### src/rtl/ibex_fetch_aligner.sv
// Fetch-word queue that realigns 32-bit memory words into 16/32-bit instructions,
// presenting one instruction at a time with its PC and a first-cycle qualifier.
module ibex_fetch_aligner #(
   parameter int unsigned DEPTH = 3
) (
   input  logic        clk_i,
   input  logic        rst_ni,
   input  logic        clear_i,
   input  logic [31:0] clear_addr_i,
   input  logic        in_valid_i,
   output logic        in_ready_o,
   input  logic [31:0] in_rdata_i,
   input  logic        in_err_i,
   output logic        out_valid_o,
   input  logic        out_ready_i,
   output logic [31:0] out_rdata_o,
   output logic [31:0] out_addr_o,
   output logic        out_err_o,
   output logic        out_is_compressed_o,
   output logic        instr_new_o
);

   localparam int unsigned CW = $clog2(DEPTH + 1);

   typedef struct packed {
      logic        err;
      logic [31:0] data;
   } entry_t;

   entry_t          mem_q [DEPTH];
   entry_t          mem_d [DEPTH];
   logic [CW-1:0]   count_q, count_d;
   logic            off_q, off_d;
   logic [31:0]     pc_q, pc_d;
   logic            presented_q, presented_d;

   entry_t          head, nxt;
   logic [15:0]     half;
   logic            is_cmp;
   logic            has1, has2, err_only;
   logic            pop, push, pop_word;
   logic [CW-1:0]   wr_idx;

   assign head   = mem_q[0];
   assign nxt    = mem_q[1];
   assign half   = off_q ? head.data[31:16] : head.data[15:0];
   assign is_cmp = (half[1:0] != 2'b11);
   assign has1   = (count_q != '0);
   assign has2   = (count_q >= CW'(2));
   // upper half of a misaligned 32-bit instruction will never arrive: present the error now
   assign err_only = off_q & ~is_cmp & (count_q == CW'(1)) & head.err;

   assign in_ready_o = (count_q < CW'(DEPTH));

   // Output mux
   always_comb begin
      out_valid_o = 1'b0;
      out_rdata_o = '0;
      out_err_o   = head.err;
      if (is_cmp || !off_q) begin
         out_valid_o = has1;
      end else begin
         out_valid_o = has2 | err_only;
      end
      if (is_cmp || err_only) begin
         out_rdata_o = {16'h0000, half};
      end else if (!off_q) begin
         out_rdata_o = head.data;
      end else begin
         out_rdata_o = {nxt.data[15:0], head.data[31:16]};
         out_err_o   = head.err | nxt.err;
      end
      out_is_compressed_o = out_valid_o & is_cmp;
      instr_new_o         = out_valid_o & ~presented_q;
   end

   assign out_addr_o = pc_q;
   assign pop        = out_valid_o & out_ready_i;
   assign push       = in_valid_i & in_ready_o;
   assign pop_word   = pop & (off_q | ~is_cmp);
   assign wr_idx     = count_q - CW'(pop_word);

   // Next-state
   always_comb begin
      mem_d       = mem_q;
      count_d     = count_q;
      off_d       = off_q;
      pc_d        = pc_q;
      presented_d = presented_q;
      if (clear_i) begin
         count_d     = '0;
         off_d       = clear_addr_i[1];
         pc_d        = {clear_addr_i[31:1], 1'b0};
         presented_d = 1'b0;
      end else begin
         if (pop_word) begin
            for (int unsigned i = 0; i < DEPTH - 1; i++) begin
               mem_d[i] = mem_q[i+1];
            end
         end
         if (push) begin
            for (int unsigned i = 0; i < DEPTH; i++) begin
               if (CW'(i) == wr_idx) begin
                  mem_d[i] = {in_err_i, in_rdata_i};
               end
            end
         end
         count_d = count_q + CW'(push) - CW'(pop_word);
         if (pop) begin
            pc_d        = pc_q + (is_cmp ? 32'd2 : 32'd4);
            presented_d = 1'b0;
            if (is_cmp) begin
               off_d = ~off_q;
            end
         end else if (out_valid_o) begin
            presented_d = 1'b1;
         end
      end
   end

   always_ff @(posedge clk_i or negedge rst_ni) begin
      if (!rst_ni) begin
         for (int unsigned i = 0; i < DEPTH; i++) begin
            mem_q[i] <= '0;
         end
         count_q     <= '0;
         off_q       <= 1'b0;
         pc_q        <= '0;
         presented_q <= 1'b0;
      end else begin
         mem_q       <= mem_d;
         count_q     <= count_d;
         off_q       <= off_d;
         pc_q        <= pc_d;
         presented_q <= presented_d;
      end
   end

endmodule

### config.mk
export PLATFORM = sky130hd
export DESIGN_NAME = ibex_fetch_aligner
export DESIGN_NICKNAME = d
export VERILOG_FILES = /design/src/rtl/ibex_fetch_aligner.sv
export SDC_FILE = /design/constraint.sdc
export NUM_CORES = 1
export LEC_CHECK = 0
export BUFFER_PORTS_ARGS = -buffer_cell sky130_fd_sc_hd__buf_2
export CORE_MARGIN = 8
export CORE_UTILIZATION = 30
export CTS_BUF_LIST = sky130_fd_sc_hd__clkbuf_16
export CTS_CLUSTER_SIZE = 8
export DETAILED_ROUTE_END_ITERATION = 7
export PLACE_DENSITY = 0.48
export SKIP_LAST_GASP = 1
export SYNTH_ARGS = -nofsm -noshare
export SYNTH_HDL_FRONTEND = slang
export SYNTH_SLANG_ARGS = --single-unit
export TNS_END_PERCENT = 10
### constraint.sdc
create_clock -name clk_i -period 3.7 [get_ports clk_i]
set_input_delay 0.37 -clock clk_i [delete_from_list [all_inputs] [get_ports clk_i]]
set_output_delay 0.37 -clock clk_i [all_outputs]
set_load 0.01 [all_outputs]
Yosys cells after proc, flatten, opt, wreduce, memory -nomap -nowiden --
Cells that the tools add are included.
Storage, ports and cells: register bits 135, input port bits 70, output and inout port bits 69, logic and storage cells 66
Cells by class: $add $sub $neg 4, order comparisons 2, equal/unequal tests 4, mux-type cells 21, bitwise logic cells 15, reduce and logical (&&, ||, !) cells 10
Operators by type and width (number):
- $mux W32 | 4
- $mux W33 | 3
- $mux W99 | 1
- $mux W66 | 1
- $add A32 B3 Y32 | 1
- $mux W16 | 1
- $mux W1 | 9
- $and A1 B1 Y1 | 8
- $reduce_bool A2 Y1 | 3
- $not A1 Y1 | 4
- $sub A2 B1 Y2 | 2
- $mux W3 | 1
- $or A1 B1 Y1 | 3
- $reduce_and A3 Y1 | 1
- $reduce_bool A3 Y1 | 1
- $add A2 B1 Y2 | 1
- $eq A1 B2 Y1 const A | 1
- $eq A2 B1 Y1 const B | 1
- $eq A2 B2 Y1 const A | 1
- $ge A2 B2 Y1 const B | 1
- $logic_not A2 Y1 | 1
- $logic_or A1 B1 Y1 | 2
- $lt A2 B2 Y1 const B | 1
- $mux W2 | 1
- other kinds (3) | 3

Logic depth before layout (Yosys ltp) --
depth after elaboration 14, mapped depth 11, mapped depth without buffers 9

Worst setup path after synthesis --
No wires, ideal clock.
kind register to register, start point reg off_q, end point reg pc_q[21] (netlist: out_addr_o[21]), setup time 0.082 ns, arrival time 2.817 ns, path slack 0.801 ns, cell stages (with the launch flop) 9, period minus slack after synthesis 2.899 ns, path through dfrtp_1 > buf_2 > o31ai_1 > inv_1 > fa_1 > or4_4 > buf_6 > or4_1 > a31oi_1
Between the ends: word-level cells in the longest chain between the ends 10, elaborated cells between the ends (all ways) 16, classes of those cells 1 x add/sub; 1 x eq/ne; 5 x mux; 6 x bitwise; 3 x reduce/logical
RTL lines:
- from (decl) | line 33 | logic off_q, off_d;
- from (signal assigned) | line 127 | off_q <= 1'b0;
- from (signal assigned) | line 133 | off_q <= off_d;
- branches (longest 10 deep; another with $add A32 B3 Y32)
- to (signal assigned) | line 134 | pc_q <= pc_d;
- to (decl) | line 34 | logic [31:0] pc_q, pc_d;
Parallel ways; which one is timed is not known. The select of a mux whose other input is x is not followed. A chain may end at the register's enable or synchronous reset.

Final worst setup path --
start point reg mem_q (netlist bit head[1]), end point reg pc_q[17] (netlist: out_addr_o[17])
Between the ends: word-level cells in the longest chain between the ends 10, elaborated cells between the ends (all ways) 15, classes of those cells 1 x add/sub; 1 x eq/ne; 5 x mux; 6 x bitwise; 2 x reduce/logical
RTL lines:
- from (decl) | line 30 | entry_t mem_q [DEPTH];
- from (signal assigned) | line 131 | mem_q <= mem_d;
- $mux W16 * | line 46 | assign half = off_q ? head.data[31:16] : head.data[15:0];
- $ne A2 B2 Y1 * | line 47 | assign is_cmp = (half[1:0] != 2'b11);
- branches (longest 8 deep; another with $add A32 B3 Y32)
Every way passes the cells marked *. The select of a mux whose other input is x is not followed.

==> key figures <==
Synthesis
  • Yosys cell types: 60
  • Net Count, Synth: 832
  • Top cells by area, synth: dfrtp_1 48%, nand2_1 5.7%, mux2_1 5.3%, o211ai_1 4.3%, inv_1 4.2%
  • Total number of yosys warnings: 0
  • Async SR Flop Fraction: 100.0%
  • Mapped Area: 7057 um2
  • Top cell type by total area after synthesis: dfrtp_1
  • Post-synthesis cell count: 757
  • Sequential share of the synthesized area: 47.52%
  • Top FF cell, synth: dfrtp_1
  • Seq cells post-synth: 134
  • Synth top area share: 47.52%
  • EDFF count, synth: 0
  • Syn Area/Cell: 9.322 um2

Power
  • Leakage power figure: 3.838 nW
  • Tot Pwr: 6.071 mW
  • PD cells: between 600 and 700 nW/um2
  • VDD IR max: 282.9 uV

Critical path
  • CP Cell Sequence: inv_1 -> o31ai_1 -> inv_1 -> fa_1 -> or4_4 -> or4_1 -> a31oi_1
  • WP buf/inv: 2
  • Crit path largest cell delay: 740 ps
  • Critical Path AT: 3650 ps
  • CP required: ~4000 ps
  • Delay-heaviest family, CP: simple AND/OR/NAND/NOR gates
  • Setup crit end kind: flop
  • Crit Path Max Fanout: 13
  • Reg2reg setup slack: 390 ps
  • CP Launch Type: flop
  • CP dominant cell by count: inv_1
  • WS Path Type: flop to flop
  • CP max-delay cell: o31ai_1

Floorplan
  • Initial core utilization: between 30% and 40%
  • Die W: 169.4 um
  • # rows: 56
  • Ports: 139
  • Die height: about 170 um
  • DIE AREA: 28690 um2
  • Core area: ~23000 um2

Routing
  • DRT Pass-1 Iters: 5
  • Routed Antenna Nets: 0
  • Drt wl/cell: 18.51 um
  • Via count: 6197
  • # DRC: 0
  • Avg Vias per Cell: 5.100
  • Routed Wire Length: about 22000 um
  • Initial DRC count: 395

STA
  • Count of final max-slew check failures: 0
  • Crit path time final: 3307 ps
  • Final setup viols: 0
  • Final setup TNS: 0 ps
  • Fmax: 0.3024 GHz
  • Worst-margin pin slew: 1072 ps
  • Fin crit share: 89.37%
  • Final hold slack: about 39 ps
  • Fin. Hold Viols: 0
  • Setup Skew: 12.95 ps
  • Max_slew headroom: 28.08%
  • Unrepaired setup endpoints after global routing: no

CTS
  • CTS Buffer Depth: 2
  • CTS buffer count: 17
  • Hold-fix buffers, CTS: 0
  • H-tree Lvls: 4
  • CTS root buf: clkbuf_16
  • CTS clk-pin slew, worst paths: about 70 ps
  • Clock tree from TritonCTS: done
  • # resized after CTS: 0
  • Post-CTS Setup Inserts: 0
  • Skew-Pair Late Insertion Delay: 420 ps
  • CTS sink count: ~130

Global route
  • Vias in the first global route: about 6.2k
  • First-pass GRT wire length: 35710 um
  • Initial antenna violation count: 2
  • Total global-route track usage: between 10% and 20%
  • Global route total overflow: 0
  • Largest net degree at the start of global routing: 97

Placed design
  • GPL Wtd Cong: roughly 0.74
  • Placed wire-length estimate: 14560 um
  • I/O Buffers: 136
  • Cell Area, Placed: 8144 um2

Cells and area
  • Final instance area: 8728 um2
  • Share of layout cells above drive strength 1: 22.57%
  • FILL cells: about 2.5k
  • Post-layout net count: roughly 960
  • Syn-to-layout area delta: 23.69%

Job
  • # Max-Cap Violations: 0

Min path
  • Class of the worst hold path: input port to async pin

Run status
  • Outcome: finished clean
-- layout by cell type (no fill, tap or decap), drive strengths merged, types with 11 or more instances in the layout --
cell type  synthesis  layout
buf               13     156
mux2i             19      19
a31oi             15      15
o221ai            33      33
clkbuf            37      17
nand2            107     107
o31ai             11      11
o211ai            40      40
or4               13      13
nand4             12      12
mux2              34      34
nand3             49      49
inv               80      90
dfrtp            134     134
o21ai             33      33
nor2              39      39
-- report_power, final --
| part | total (mW) | internal, mW | switching [mW] |
|---|---|---|---|
| clock network | 1.71 | 0.956 | 0.754 |
| registers | 2.37 | 2.03 | 0.336 |
| logic | 1.99 | 0.816 | 1.18 |
-- flip-flops by register name, summed over array words and instances (netlist names) --
| name | cells |
|---|---|
| out_addr_o | 31 |
| head | 33 |
| presented_q | 1 |
| count_q | 2 |
| mem_q | 66 |
| off_q | 1 |
-- layer usage --
metal | GRT usage (%) | routed length, um | share of wire, % | vias to the layer above
met5 | 0 | 27 | 0.12 | -
met4 | 3.501 | 112 | 0.50 | 4
met3 | 4.652 | 1467 | 6.5 | 12
li1 | - | - | - | 2966
met1 | 21.18 | 10750 | 48 | 3079
met2 | 24.59 | 10120 | 45 | 136
-- synth_stat cells (2+ instances only) --
| master | count |
|---|---|
| a211oi_1 | 3 |
| a21o_1 | 4 |
| a21oi_1 | 8 |
| a221oi_1 | 3 |
| a22o_1 | 2 |
| a31oi_1 | 15 |
| and4_1 | 3 |
| buf_1 | 5 |
| buf_2 | 6 |
| clkbuf_1 | 37 |
| dfrtp_1 | 134 |
| ha_1 | 4 |
| inv_1 | 79 |
| mux2_1 | 33 |
| mux2i_1 | 19 |
| nand2_1 | 107 |
| nand2b_1 | 2 |
| nand3_1 | 49 |
| nand3b_1 | 3 |
| nand4_1 | 10 |
| nand4b_1 | 2 |
| nor2_1 | 39 |
| nor2b_1 | 7 |
| nor3_1 | 5 |
| nor3b_1 | 4 |
| nor4_1 | 6 |
| o2111ai_1 | 2 |
| o211ai_1 | 40 |
| o21a_1 | 4 |
| o21ai_0 | 23 |
| o21ai_1 | 10 |
| o221ai_1 | 33 |
| o31ai_1 | 11 |
| o41ai_1 | 3 |
| or2_2 | 2 |
| or3_1 | 2 |
| or4_1 | 12 |
| xnor2_1 | 3 |
| xor2_1 | 2 |
-- through the flow --
step	util (%)	std cells	worst slack, ps
2_1_floorplan	-	757	801.1
3_3_place_gp	35.01	1182	458.4
3_5_place_dp	35.01	1182	435.5
4_1_cts	37.51	1214	390.7
5_1_grt	37.51	1214	208.4
6_report	37.52	1215	393.2
-- final timing paths --
check	startpoint	to	depth (start not counted)
worst max-delay path	head[1]	out_addr_o[17]	7
worst min-delay path	rst_ni	out_addr_o[10]	1
worst max register to register	head[1]	out_addr_o[17]	7
worst min register to register	mem_q[20]	mem_q[20]	1
max in group asynchronous	rst_ni	mem_q[64]	2
min in group clk_i	clear_addr_i[6]	out_addr_o[6]	3
-- cells by family after synthesis --
kind of cell	count (synthesis)	share of synthesized area, %
xor+xnor	5	0.6207
mux	53	8.121
buf+inv	130	7.181
flops	134	47.52
other cells	1	0.05314
fa+ha+maj	5	0.9929
simple gates	260	17.89
compound gates	169	17.62
-- area by class of cell --
type                            count  area (um2)  share of cell area, %
Tap cell                          319       399.1                  4.573
Inverter                           80       300.3                  3.440
Clock buffer                       17       425.4                  4.874
Antenna cell                        1       2.502                0.02867
Clock inverter                     15       156.4                  1.792
Timing Repair Buffer              156       849.6                  9.733
Sequential cell                   134        3354                  38.43
Multi-Input combinational cell    493        3241                  37.13
Power figures use the tool's default switching activity.
